**config.mk**
```make
export PLATFORM = sky130hd
export DESIGN_NAME = layer1_streamer
export DESIGN_NICKNAME = d
export VERILOG_FILES = /design/src/rtl/layer1_streamer.sv
export SDC_FILE = /design/constraint.sdc
export NUM_CORES = 1
export LEC_CHECK = 0
export BUFFER_PORTS_ARGS = -buffer_cell sky130_fd_sc_hd__buf_2
export CAP_MARGIN = 20
export CORE_MARGIN = 1.5
export CORE_UTILIZATION = 38
export CTS_BUF_LIST = sky130_fd_sc_hd__clkbuf_8
export CTS_CLUSTER_DIAMETER = 30
export DETAILED_ROUTE_END_ITERATION = 8
export SETUP_SLACK_MARGIN = 0.5
export SYNTH_ARGS = -nofsm -noshare
export SYNTH_HDL_FRONTEND = slang
export SYNTH_SLANG_ARGS = --single-unit
```
**constraint.sdc**
```tcl
create_clock -name clk -period 7.26 [get_ports clk]
set_clock_uncertainty 0.15 [all_clocks]
set_input_delay 0.363 -clock clk [delete_from_list [all_inputs] [get_ports clk]]
set_output_delay 0.363 -clock clk [all_outputs]
set_load 0.02 [all_outputs]
```
**src/rtl/layer1_streamer.sv**
```systemverilog
// layer1_streamer: reads the 32x32 pooled layer-1 map out of SRAM once the
// pooling engine finishes, streams it over valid/ready and keeps a running
// 32-bit checksum. A 2-entry FIFO hides the SRAM's one-cycle read latency.
module layer1_streamer #(
  parameter int N_WORDS = 1024,
  parameter int ADDR_W  = 12,
  parameter int DATA_W  = 16
) (
  input  logic              clk,
  input  logic              rst,
  input  logic              start,
  output logic              layer1_ceb,
  output logic              layer1_web,
  output logic [ADDR_W-1:0] layer1_A,
  input  logic [DATA_W-1:0] layer1_Q,
  output logic              out_valid,
  input  logic              out_ready,
  output logic [DATA_W-1:0] out_data,
  output logic              out_last,
  output logic              busy,
  output logic [31:0]       checksum,
  output logic              checksum_valid
);

  localparam logic [ADDR_W-1:0] LAST_ADDR = ADDR_W'(N_WORDS - 1);

  typedef enum logic [1:0] {IDLE, RUN, DRAIN, FIN} state_t;

  state_t            state, state_nxt;
  logic [ADDR_W-1:0] rd_cnt;
  logic [ADDR_W-1:0] addr_hold;
  logic              vld_p1;
  logic              last_p1;
  logic [1:0]        fifo_cnt;
  logic              wr_ptr, rd_ptr;
  logic [DATA_W-1:0] fifo_data [2];
  logic [1:0]        fifo_last;
  logic              pop, push, issue, issue_last, start_run;
  logic [2:0]        occ;

  assign start_run  = (state == IDLE) && start;
  assign pop        = out_valid && out_ready;
  assign push       = vld_p1;
  // Occupancy the FIFO will have once the word already in flight lands and
  // this cycle's pop leaves; one more read is allowed only below 2.
  assign occ        = {1'b0, fifo_cnt} + {2'b00, vld_p1} - {2'b00, pop};
  assign issue      = (state == RUN) && (occ < 3'd2);
  assign issue_last = issue && (rd_cnt == LAST_ADDR);

  assign layer1_ceb     = issue;
  assign layer1_web     = 1'b1;
  assign layer1_A       = issue ? rd_cnt : addr_hold;
  assign out_valid      = (fifo_cnt != 2'd0);
  assign out_data       = out_valid ? fifo_data[rd_ptr] : '0;
  assign out_last       = out_valid && fifo_last[rd_ptr];
  assign busy           = (state != IDLE);
  assign checksum_valid = (state == FIN);

  // State register
  always_ff @(posedge clk or negedge rst) begin
    if (!rst) state <= IDLE;
    else      state <= state_nxt;
  end

  // Next-state logic
  always_comb begin
    state_nxt = state;
    case (state)
      IDLE:    if (start) state_nxt = RUN;
      RUN:     if (issue_last) state_nxt = DRAIN;
      DRAIN:   if (pop && out_last) state_nxt = FIN;
      FIN:     state_nxt = IDLE;
      default: state_nxt = IDLE;
    endcase
  end

  // Read issue stage: address counter, held address, in-flight marker (p0 -> p1)
  always_ff @(posedge clk or negedge rst) begin
    if (!rst) begin
      rd_cnt    <= '0;
      addr_hold <= '0;
      vld_p1    <= 1'b0;
      last_p1   <= 1'b0;
    end else begin
      vld_p1  <= issue;
      last_p1 <= issue_last;
      if (start_run) begin
        rd_cnt <= '0;
      end else if (issue) begin
        rd_cnt    <= rd_cnt + 1'b1;
        addr_hold <= rd_cnt;
      end
    end
  end

  // FIFO control: pointers, occupancy and per-entry last tag
  always_ff @(posedge clk or negedge rst) begin
    if (!rst) begin
      fifo_cnt  <= 2'd0;
      wr_ptr    <= 1'b0;
      rd_ptr    <= 1'b0;
      fifo_last <= 2'b00;
    end else if (start_run) begin
      fifo_cnt  <= 2'd0;
      wr_ptr    <= 1'b0;
      rd_ptr    <= 1'b0;
      fifo_last <= 2'b00;
    end else begin
      if (push) begin
        fifo_last[wr_ptr] <= last_p1;
        wr_ptr            <= ~wr_ptr;
      end
      if (pop) rd_ptr <= ~rd_ptr;
      fifo_cnt <= fifo_cnt + {1'b0, push} - {1'b0, pop};
    end
  end

  // FIFO capture stage: SRAM data lands the cycle after the read (p1 -> p2)
  always_ff @(posedge clk) begin
    if (push) fifo_data[wr_ptr] <= layer1_Q;
  end

  // Running checksum over accepted words, cleared at the start of each run
  always_ff @(posedge clk or negedge rst) begin
    if (!rst) begin
      checksum <= 32'd0;
    end else if (start_run) begin
      checksum <= 32'd0;
    end else if (pop) begin
      checksum <= checksum + {{(32-DATA_W){1'b0}}, out_data};
    end
  end

endmodule

```
# --- Word-level counts from Yosys, hierarchy flattened ---
# Memories as Yosys holds them, arrays and structs flattened.
# Cells that the tools add are included.
word_totals:
  ramBits: 32
  ff_bits: 66
  inputBits: 20
  memories: 1
  word_cells: 68
  output_inout_bits: 66
mem_list:
  columns: ["memory", "words", "word_bits", "rd", "rd_ports_with_merged_regs", "wr", "line_no", "rtl"]
  rows:
  - ["fifo_data", 2, 16, 1, 0, 1, "36", "logic [DATA_W-1:0] fifo_data [2];"]
op_classes:
  magnitude_cmp: 4
  bitwise_logic: 2
  addsub: 6
  muxes: 24
  reduce_logical: 14
  eq_ne: 7
ops:
  columns: ["cell", "n"]
  rows:
  - ["$mux 32", 2]
  - ["$mux 12", 3]
  - ["$add 32x16->32", 1]
  - ["$mux 16", 1]
  - ["$add 12x1->12 const B", 1]
  - ["$eq 12x10->1 const B", 1]
  - ["$mux 2", 6]
  - ["$reduce_bool 2->1", 5]
  - ["$mux 1", 9]
  - ["$pmux 2 s4", 1]
  - ["$logic_and 1x1->1", 7]
  - ["$ne 2x2->1 const B", 3]
  - ["$eq 2x2->1 const B", 2]
  - ["$lt 1x2->1 const B", 2]
  - ["$add 2x1->3", 1]
  - ["$lt 3x2->1 const B", 1]
  - ["$reduce_and 3->1", 1]
  - ["$sub 3x1->3", 1]
  - ["$add 2x1->2", 1]
  - ["$bwmux 2", 1]
  - ["$eq 2x1->1 const B", 1]
  - ["$logic_not 2->1", 1]
  - ["$not 1->1", 2]
  - ["$sub 2x1->2", 1]
  - ["other kinds (2)", 2]

# --- Longest topological paths before layout ---
# Gate-level depths: netlist of the first run.
logic_depth:
  ltp_word: 8
  ltp_mapped: 14
  ltp_nobuf: 13

# --- Worst setup path after synthesis of the first run ---
# Ideal clock, no wire load.
synth_timing:
  path_kind: "register to output"
  start: "register fifo_cnt[1]"
  end: "output layer1_A[10]"
  path_slack_ps: 3506
  arrival_time_ps: 3241
  stages_incl_launch_ff: 13
  required_ps: 6747
  path_buffers: 2
  cell_sequence: "dfrtp_1 > o21ai_1 > inv_1 > clkbuf_1 > ha_1 > inv_1 > ha_1 > inv_1 > fa_1 > xnor2_1 > and3_1 > clkbuf_1 > mux2_2"
synth_via:
  elab_chain_len: 6
  elab_cells_between_ends: 7
  cone_classes: "add/sub: 2; order compare: 1; mux: 1; reduce/logical: 3"
synth_rtl:
  columns: ["item", "line_no", "rtl"]
  rows:
  - ["start, declared", "34", "logic [1:0] fifo_cnt;"]
  - ["start signal, assigned", "114", "fifo_cnt <= fifo_cnt + {1'b0, push} - {1'b0, pop};"]
  - ["branches (longest 2 deep; another with $add 2x1->3)", null, null]
  - ["$sub 3x1->3 (*)", "46", "assign occ = {1'b0, fifo_cnt} + {2'b00, vld_p1} - {2'b00, pop};"]
  - ["$lt 3x2->1 (*)", "47", "assign issue = (state == RUN) && (occ < 3'd2);"]
  - ["$logic_and 1x1->1 (*)", "47", null]
  - ["net layer1_ceb", "12", "output logic layer1_ceb,"]
  - ["$mux 12 (*)", null, null]
  - ["end, declared", "14", "output logic [ADDR_W-1:0] layer1_A,"]
# Mark *: on every way through the listed nets, which the timed path passes.

# --- Worst setup path in the final report of the first run ---
layout_timing:
  start: "register fifo_cnt[1]"
  end: "output layer1_A[6]"
layout_via:
  elab_chain_len: 6
  elab_cells_between_ends: 7
  cone_classes: "add/sub: 2; order compare: 1; mux: 1; reduce/logical: 3"
layout_rtl:
  columns: ["item", "line_no"]
  rows:
  - ["branches (longest 2 deep; another with $add 2x1->3)", null]
  - ["$sub 3x1->3 (*)", "46"]
  - ["$lt 3x2->1 (*)", "47"]
  - ["$logic_and 1x1->1 (*)", "47"]
  - ["$mux 12 (*)", null]
# Every way passes the cells marked *.

==> results of run 1 <==
==> power by group through the flow <==
stage | Combinational (µW) | Clock [µW] | Sequential (µW)
after floorplan | 1220 | 0 | 881
after global placement | 1630 | 0 | 866
after detailed placement | 1670 | 0 | 873
after CTS | 1680 | 344 | 861
after global routing | 1860 | 366 | 875
final | 1670 | 336 | 858
==> critical path, stage by stage (launching register included) <==
cell     delay [ns]
dfrtp_1        0.46
o21ai_2        0.15
buf_4          0.30
inv_1          0.42
ha_1           0.42
inv_1          0.06
ha_1           0.13
inv_1          0.05
fa_1           0.38
xnor2_1        0.15
and3_1         0.80
mux2_2         0.43
buf_2          0.16
==> synthesized netlist by cell type, drive strengths merged (3+ instances only) <==
master and count:
nor4 3, dfrtp 66, and2 5, a21boi 3, edfxtp 32, a21oi 38, o211ai 3, a2111oi 3
a21o 4, nand2 53, nand2b 13, nor2 82, o21ai 23, xnor2 6, and3 8, o31ai 7
mux2i 28, nor3 6, a211oi 8, or4 8, or3 5, ha 24, mux2 14, nand3 19
nand4 4, inv 20, buf 8, clkbuf 15, xor2 9
==> final cells by class <==
type                    count  area (µm²)  share of cell area
flip-flops and latches     98        2610               0.425
multi-input cells         401        2590               0.422
repair buffers             89         458              0.0745
well taps                 180         225              0.0366
clock buffers              10         138              0.0224
inverters                  20        75.1              0.0122
clock inverters             6        42.5             0.00692
==> metrics by stage <==
step / total power [µW] / area, µm² / hold WS, ns / cells / setup slack (ns)
finish: 2870 / 6150 / 0.0127 / 804 / 2.48
detailed placement: 2540 / 5970 / 0.349 / 788 / 2.58
global route: 3100 / 6150 / 0.00561 / 804 / 2.16
CTS: 2880 / 6150 / 0.00953 / 804 / 2.42
floorplan: 2110 / 5400 / -0.0826 / 542 / 3.51
global placement: 2500 / 5970 / 0.338 / 788 / 2.77
==> worst paths after layout <==
path / endpoint / slack [ns] / depth (start not counted)
worst max-delay path: layer1_A[6] / 2.48 / 12
worst min-delay path: checksum[7] / 0.01 / 2
worst max register to register: state[1] / 2.62 / 14
worst min register to register: addr_hold[10] / 0.36 / 2
max in group asynchronous: checksum[0] / 6.39 / 2
min in group clk: fifo_data[0][13] / 0.02 / 1
==> metal layers <==
metal / share of wire / up-vias / wire length (µm)
li1: - / 2082 / -
met1: 0.48 / 2017 / 5920
met3: 0.032 / 22 / 395
met2: 0.46 / 86 / 5730
met4: 0.025 / 0 / 303
met5: 0 / - / 0
==> state kept, by name, summed over array words and instances (netlist names) <==
signal,count
checksum,32
fifo_data,32
addr_hold,12
rd_cnt,12
fifo_cnt,2
fifo_last,2
state,2
last_p1,1
push,1
rd_ptr,1
wr_ptr,1
==> cells by family (layout without fill, tap and decap cells) <==
family / count (synthesis) / after routing / synth area share
xor gates and xnor gates: 15 / 15 / 0.0244
adders and majority gates: 26 / 26 / 0.0631
other: 1 / 1 / 0.000695
DFF: 98 / 98 / 0.484
muxes: 42 / 42 / 0.0812
buffers and inverters: 43 / 125 / 0.0355
AOI/OAI and AO/OA: 103 / 103 / 0.126
and+or+nand+nor: 214 / 214 / 0.185
==> qor.yml, run 1 <==
timing:
  rsz0062_at_grt: "no"
  hold_violations: 0
  final-max-slew-violation-count: 0
  period_minus_slack_ns: 4.78
  finalSetupTns_ns: 0
  tightest_slew_ns: 1.01
  finalSetupViolCount: 0
  fin_crit_sh: 0.659
  relSlewSlack: 0.329
  max_freq_ghz: 0.209
final_layout:
  drive_gt1_frac: 0.204
  final_nets: 665
  syn2layout_area_growth_pct: 13.9
  mostFrequentLayoutCell: "buf_2"
  finish.utilization: 0.443
  fill_cells: 1331
  layout_common_cells: "buf_2 (84), nor2_1 (82), dfrtp_1 (66)"
  diodes: 0
clock_network:
  clk_latency_ns: 0.38
  cts_setup_buffers: 0
  htree_num_levels: 3
  root_buffer: "clkbuf_8"
  numClockSinks: 98
  post_cts_resize_count: 0
  hold_buffers: 0
  cts_buffers: 9
  tritoncts: "built"
  path_clk_slew_ns: 0.10
  clockBufferDepth: 2
worst_setup_path:
  crit_start: "fifo_cnt[1]"
  critical_path_arrival_ns: 4.27
  cp-start-kind: "register"
  reg2reg_from: "fifo_cnt[1]"
  required_ns: 6.75
  critPathCaptureType: "primary output"
  path_max_fanout: 26
  crit_type: "reg -> out"
global_routing:
  met2_usage: 0.258
  grt_usage: 0.169
  grt_max_degree: 67
  grt_pass1_vias: 3941
  grt.overflow.total: 0
  grtUsageMet3: 0.0206
  use_met1: 0.239
  busiest_layer: "met2"
  grt_pass1_wl_um: 19600
  antenna_found_initial: 0
power:
  p_seq_frac: 0.299
  switching_share: 0.480
  p_switching_uw: 1380
  pwr-share-comb: 0.583
  internal_power_uw: 1490
  p_clk_frac: 0.117
  irDropWorstVdd_v: 0.000151
  p_leak_uw: 0.00283
  powerDensity_nw_per_um2: 466
logic_synthesis:
  synth_area_leaders: "dfrtp_1 (31%), edfxtp_1 (18%), nor2_1 (5.7%)"
  synth-edff-count: 32
  syn_inst: 542
  synth_top_cell_area_share: 0.306
  async_flop_share: 0.673
  syn_nets: 588
  ys.flop_type: "dfrtp_1"
  ys_seq_elements: 98
  avgSynthCellArea_um2: 9.95
  yosys_warnings: 0
  yosysSeqAreaShare: 0.484
  syn_area_um2: 5400
  synth_top_area_cell: "dfrtp_1"
  synth.distinct_cells: 59
floorplan:
  rows: 43
  initial_core_util: 0.389
  core_um2: 13900
  die-area_um2: 14900
  die_x_um: 122
  die_y_um: 122
  ios: 86
place:
  io_buffer_count: 84
  hpwlAfterDp_um: 8730
  gp_congestion: 0.862
drt:
  drc_errors: 0
  drtIter0Drc: 274
  wirelength_um: 12300
  vias: 4207
  detail_route.first_pass.iterations: 4
  vias_per_cell: 5.23
  wl_per_cell_um: 15.4
  ant_nets: 0
run:
  maxCapViolations: 0
min_path:
  hp-class: "in -> async"
outcome:
  status: "finished clean"
Note: power is estimated with default switching activity, not from simulation.
==> inputs of run 2 (changes only) <==
--- a/config.mk
+++ b/config.mk
@@ -5,6 +5,7 @@
 export SDC_FILE = /design/constraint.sdc
 export NUM_CORES = 1
 export LEC_CHECK = 0
+export ABC_AREA = 1
 export BUFFER_PORTS_ARGS = -buffer_cell sky130_fd_sc_hd__buf_2
 export CAP_MARGIN = 20
 export CORE_MARGIN = 1.5
==> constraint.sdc (replaced) <==
create_clock -name clk -period 3.8 [get_ports clk]
set_clock_uncertainty 0.15 [all_clocks]
set_input_delay 0.19 -clock clk [delete_from_list [all_inputs] [get_ports clk]]
set_output_delay 0.19 -clock clk [all_outputs]
set_load 0.02 [all_outputs]
==> run 2 against run 1 <==
  * The flow now finishes with violations (design-rule violations)
  * Core utilization grew 2.3 points
  * Largest power group unchanged
  * First-iteration DRC count is 5.8% higher
  * Register-to-register slack worse by 1.8 ns
  * Via count up 21%
  * Non-clock buffer count increased by 27
  * Synthesized cell count is 40% higher
  * Cell count rose by 32%
  * Combinational power is 60% higher
  * Sequential share of layout area fell by 4.1 points
  * Sequential power grew 75%
  * Count of clock-buffer cells in the layout is 1 lower
  * Area after synthesis up 6.1%
==> qor.yml, run 2 <==
logic_synthesis:
  synth-xor-area-share: 0.00459  # was 0.0244
  synth.distinct_cells: 42  # was 59
  synth-simple-area-share: 0.308  # was 0.185
  async_flop_share: 0.673  # unchanged
  yosys_warnings: 0  # unchanged
  ys_seq_elements: 98  # unchanged
  synthMuxAreaShare: 0  # was 0.0812
  synth_top_family_by_area: "simple AND/OR/NAND/NOR gates"  # unchanged
  syn_inst: 759  # was 542
  ys.flop_type: "dfrtp_1"  # unchanged
  syn_area_um2: 5720  # was 5400 µm²
  synth_top_area_cell: "dfrtp_1"  # unchanged
  synth-edff-count: 32  # unchanged
  post-synth-top-count-cell: "nand2_1"  # was nor2_1
  synth_top_cell_area_share: 0.289  # was 0.306
  avgSynthCellArea_um2: 7.54  # was 9.95 µm²
  synth-compound-area-share: 0.0914  # was 0.126
  syn_nets: 805  # was 588
  yosysSeqAreaShare: 0.456  # was 0.484
  synth_fa_ha_area_frac: 0.0595  # was 0.0631
  synth_common_cells: "nand2_1 (268), inv_1 (92), nor2_1 (70)"  # was nor2_1 (82), dfrtp_1 (66), nand2_1 (53)
  synth_area_leaders: "dfrtp_1 (29%), nand2_1 (18%), edfxtp_1 (17%)"  # was dfrtp_1 (31%), edfxtp_1 (18%), nor2_1 (5.7%)
clock_network:
  clk_latency_ns: 0.38  # about the same
  root_buffer: "clkbuf_8"  # unchanged
  numClockSinks: 98  # unchanged
  cts_buffers: 9  # unchanged
  tritoncts: "built"  # unchanged
  htree_num_levels: 3  # unchanged
  path_clk_slew_ns: 0.09  # was 0.10 ns
  clockBufferDepth: 2  # unchanged
worst_setup_path:
  reg2reg_from: "fifo_cnt[1]"  # unchanged
  cpPeakStageDelay_ns: 0.49  # was 0.80 ns
  critical_path_arrival_ns: 2.85  # was 4.27 ns
  worstRegToRegCells: 16  # was 14
  reg2reg_slack_ns: 0.80  # was 2.62 ns
  crit_type: "reg -> out"  # unchanged
  crit_start: "fifo_cnt[1]"  # unchanged
  r2r_end: "rd_cnt[10]"  # was state[1]
  path_buf_inv: 5  # unchanged
  endpoint: "layer1_A[11]"  # was layer1_A[6]
  required_ns: 3.46  # was 6.75 ns
  critPathCaptureType: "primary output"  # unchanged
  cp-start-kind: "register"  # unchanged
  path_max_fanout: 4  # was 26
  cp_cell_sequence: "nor2_4 -> nor2_4 -> ha_1 -> inv_1 -> ha_1 -> inv_1 -> fa_1 -> nand2_1 -> inv_2 -> nand3_4 -> buf_12 -> o21ai_0 -> buf_2"  # was o21ai_2 -> buf_4 -> inv_1 -> ha_1 -> inv_1 -> ha_1 -> inv_1 -> fa_1 -> xnor2_1 -> and3_1 -> mux2_2 -> buf_2
  cpMaxStageDelayCell: "fa_1"  # was and3_1
  cpLargestDelayFamily: "adder cells"  # was buffers and inverters
  crit_cells: 13  # was 12
drt:
  vias: 5082  # was 4207
  ant_nets: 0  # unchanged
  wl_per_cell_um: 13.9  # was 15.4 µm
  vias_per_cell: 4.79  # was 5.23
  wirelength_um: 14800  # was 12300 µm
  drtIter0Drc: 290  # was 274
  drc_errors: 2  # was 0
  detail_route.first_pass.iterations: 6  # was 4
outcome:
  failed_checks: "design-rule violations"
  status: "complete, but fails checks"  # was finished clean
final_layout:
  reg_top3: "checksum (32), fifo_data (32)"  # unchanged
  drive_gt1_frac: 0.166  # was 0.204
  mostFrequentLayoutCell: "nand2_1"  # was buf_2
  layout_common_cells: "nand2_1 (267), inv_1 (95), buf_2 (80)"  # was buf_2 (84), nor2_1 (82), dfrtp_1 (66)
  finish.utilization: 0.465  # was 0.443
  final_nets: 919  # was 665
  diodes: 0  # unchanged
  syn2layout_area_growth_pct: 19.1  # was 13.9%
  layoutNonFillerInstCount: 1061  # was 804
power:
  irDropWorstVdd_v: 0.000389  # was 0.000151 V
  p_leak_uw: 0.00350  # was 0.00283 µW
  powerDensity_nw_per_um2: 709  # was 466 nW/µm²
  finalPower_uw: 4830  # was 2870 µW
global_routing:
  busiest_layer: "met2"  # unchanged
  grtUsageMet3: 0.0399  # was 0.0206
  antenna_found_initial: 0  # unchanged
  grt_usage: 0.195  # was 0.169
  grt_pass1_vias: 4908  # was 3941
  met2_usage: 0.319  # was 0.258
  use_met1: 0.258  # was 0.239
  grt.overflow.total: 0  # unchanged
  grt_max_degree: 46  # was 67
  grt_pass1_wl_um: 24300  # was 19600 µm
run:
  maxCapViolations: 0  # unchanged
place:
  gp_congestion: 0.925  # was 0.862
  place_inst: 1018  # was 788
  hpwlAfterDp_um: 10900  # was 8730 µm
  io_buffer_count: 84  # unchanged
min_path:
  hp-class: "in -> reg"  # was in -> async
timing:
  final-max-slew-violation-count: 0  # unchanged
  rsz0062_at_grt: "yes"  # was no
  max_freq_ghz: 0.313
  tightest_slew_ns: 0.702  # was 1.01 ns
  finalSetupTns_ns: 0  # unchanged
  relSlewSlack: 0.532  # was 0.329
  finalSetupViolCount: 0  # unchanged
  fin_crit_sh: 0.841
  hold_violations: 0  # unchanged
  period_minus_slack_ns: 3.19
floorplan:
  ios: 86  # unchanged
  rows: 44  # was 43
  core_um2: 14600  # was 13900 µm²
  initial_core_util: 0.391  # was 0.389
  die-area_um2: 15800  # was 14900 µm²
  die_x_um: 126  # was 122 µm
  die_y_um: 126  # was 122 µm
## run 2: changes by cell type after synthesis, moves of 12 or more
| cell | before | now |
|---|---|---|
| nor2_1 | 82 | 70 |
| mux2_2 | 14 | 0 |
| o21ai_1 | 5 | 17 |
| mux2i_1 | 28 | 0 |
| nand3_1 | 18 | 42 |
| nand2_1 | 53 | 268 |
| nand2b_1 | 13 | 0 |
| a21oi_1 | 37 | 51 |
| inv_1 | 20 | 92 |
## run 2: per-stage QoR
stage / area (µm²) / hold WS (ns) / worst slack, ns
after floorplan: 5720 / -0.256 / 0.797
after global placement: 6340 / 0.115 / 0.398
after detailed placement: 6340 / 0.121 / 0.334
after CTS: 6740 / 0.0497 / 0.566
after global routing: 6810 / 0.0873 / 0.461
final: 6810 / 0.0608 / 0.605
## run 2: worst min path at each step
| stage | from | end | slack, ns | depth (start not counted) |
|---|---|---|---|---|
| final | out_ready | state[1] | 0.06 | 5 |
| after global routing | out_ready | state[1] | 0.09 | 5 |
| after CTS | out_ready | state[1] | 0.05 | 5 |
| after detailed placement | rst | addr_hold[3] | 0.12 | 1 |
| after global placement | rst | addr_hold[3] | 0.11 | 1 |
| after floorplan | rst | addr_hold[0] | -0.26 | 0 |
## run 2: kinds of logic after synthesis
family | Yosys count
AO/OA/AOI/OAI | 100
XOR/XNOR | 3
adder cells (fa/ha/maj) | 26
buffers and inverters | 114
flip-flops | 98
other | 1
AND/OR/NAND/NOR | 417
## run 2: report_power, final
part           switching (µW)  internal, µW
clock                     363           293
combinational            1820           855
sequential                157          1340
total                    2340          2490
## run 2: worst min-delay path, stage by stage
cell and delay [ns]:
buf_2 0.12, nand2_1 0.06, a21oi_1 0.07, nand3_1 0.07, nand2_1 0.05
## run 2: what timing repair did
action / in CTS / in global routing
cloned: 2 / 1
hold buffers: 17 / 0
endpoints found under the setup margin: 21 / 11
pin swaps: 3 / 1
resized for setup: 3 / 7
endpoints found under the hold margin: 59 / 0
buffers inserted: 3 / 5
## run 2: cell type report
| class | count | area [µm²] |
|---|---|---|
| timing repair inverter | 1 | 5.00 |
| tap | 184 | 230 |
| timing repair buffer | 116 | 726 |
| sequential | 98 | 2610 |
| inverter | 98 | 373 |
| fill | 1482 | 7830 |
| clock inverter | 6 | 53.8 |
| multi-input combinational | 549 | 2690 |
| clock buffer | 9 | 124 |
## run 2: metal layers
metal  vias to the layer above  wire [µm]  part of all wire
li1                       2644          -                 -
met1                      2323       6860              0.46
met2                        98       6940              0.47
met3                        17        723             0.049
met4                         0        265             0.018
met5                         -          0                 0
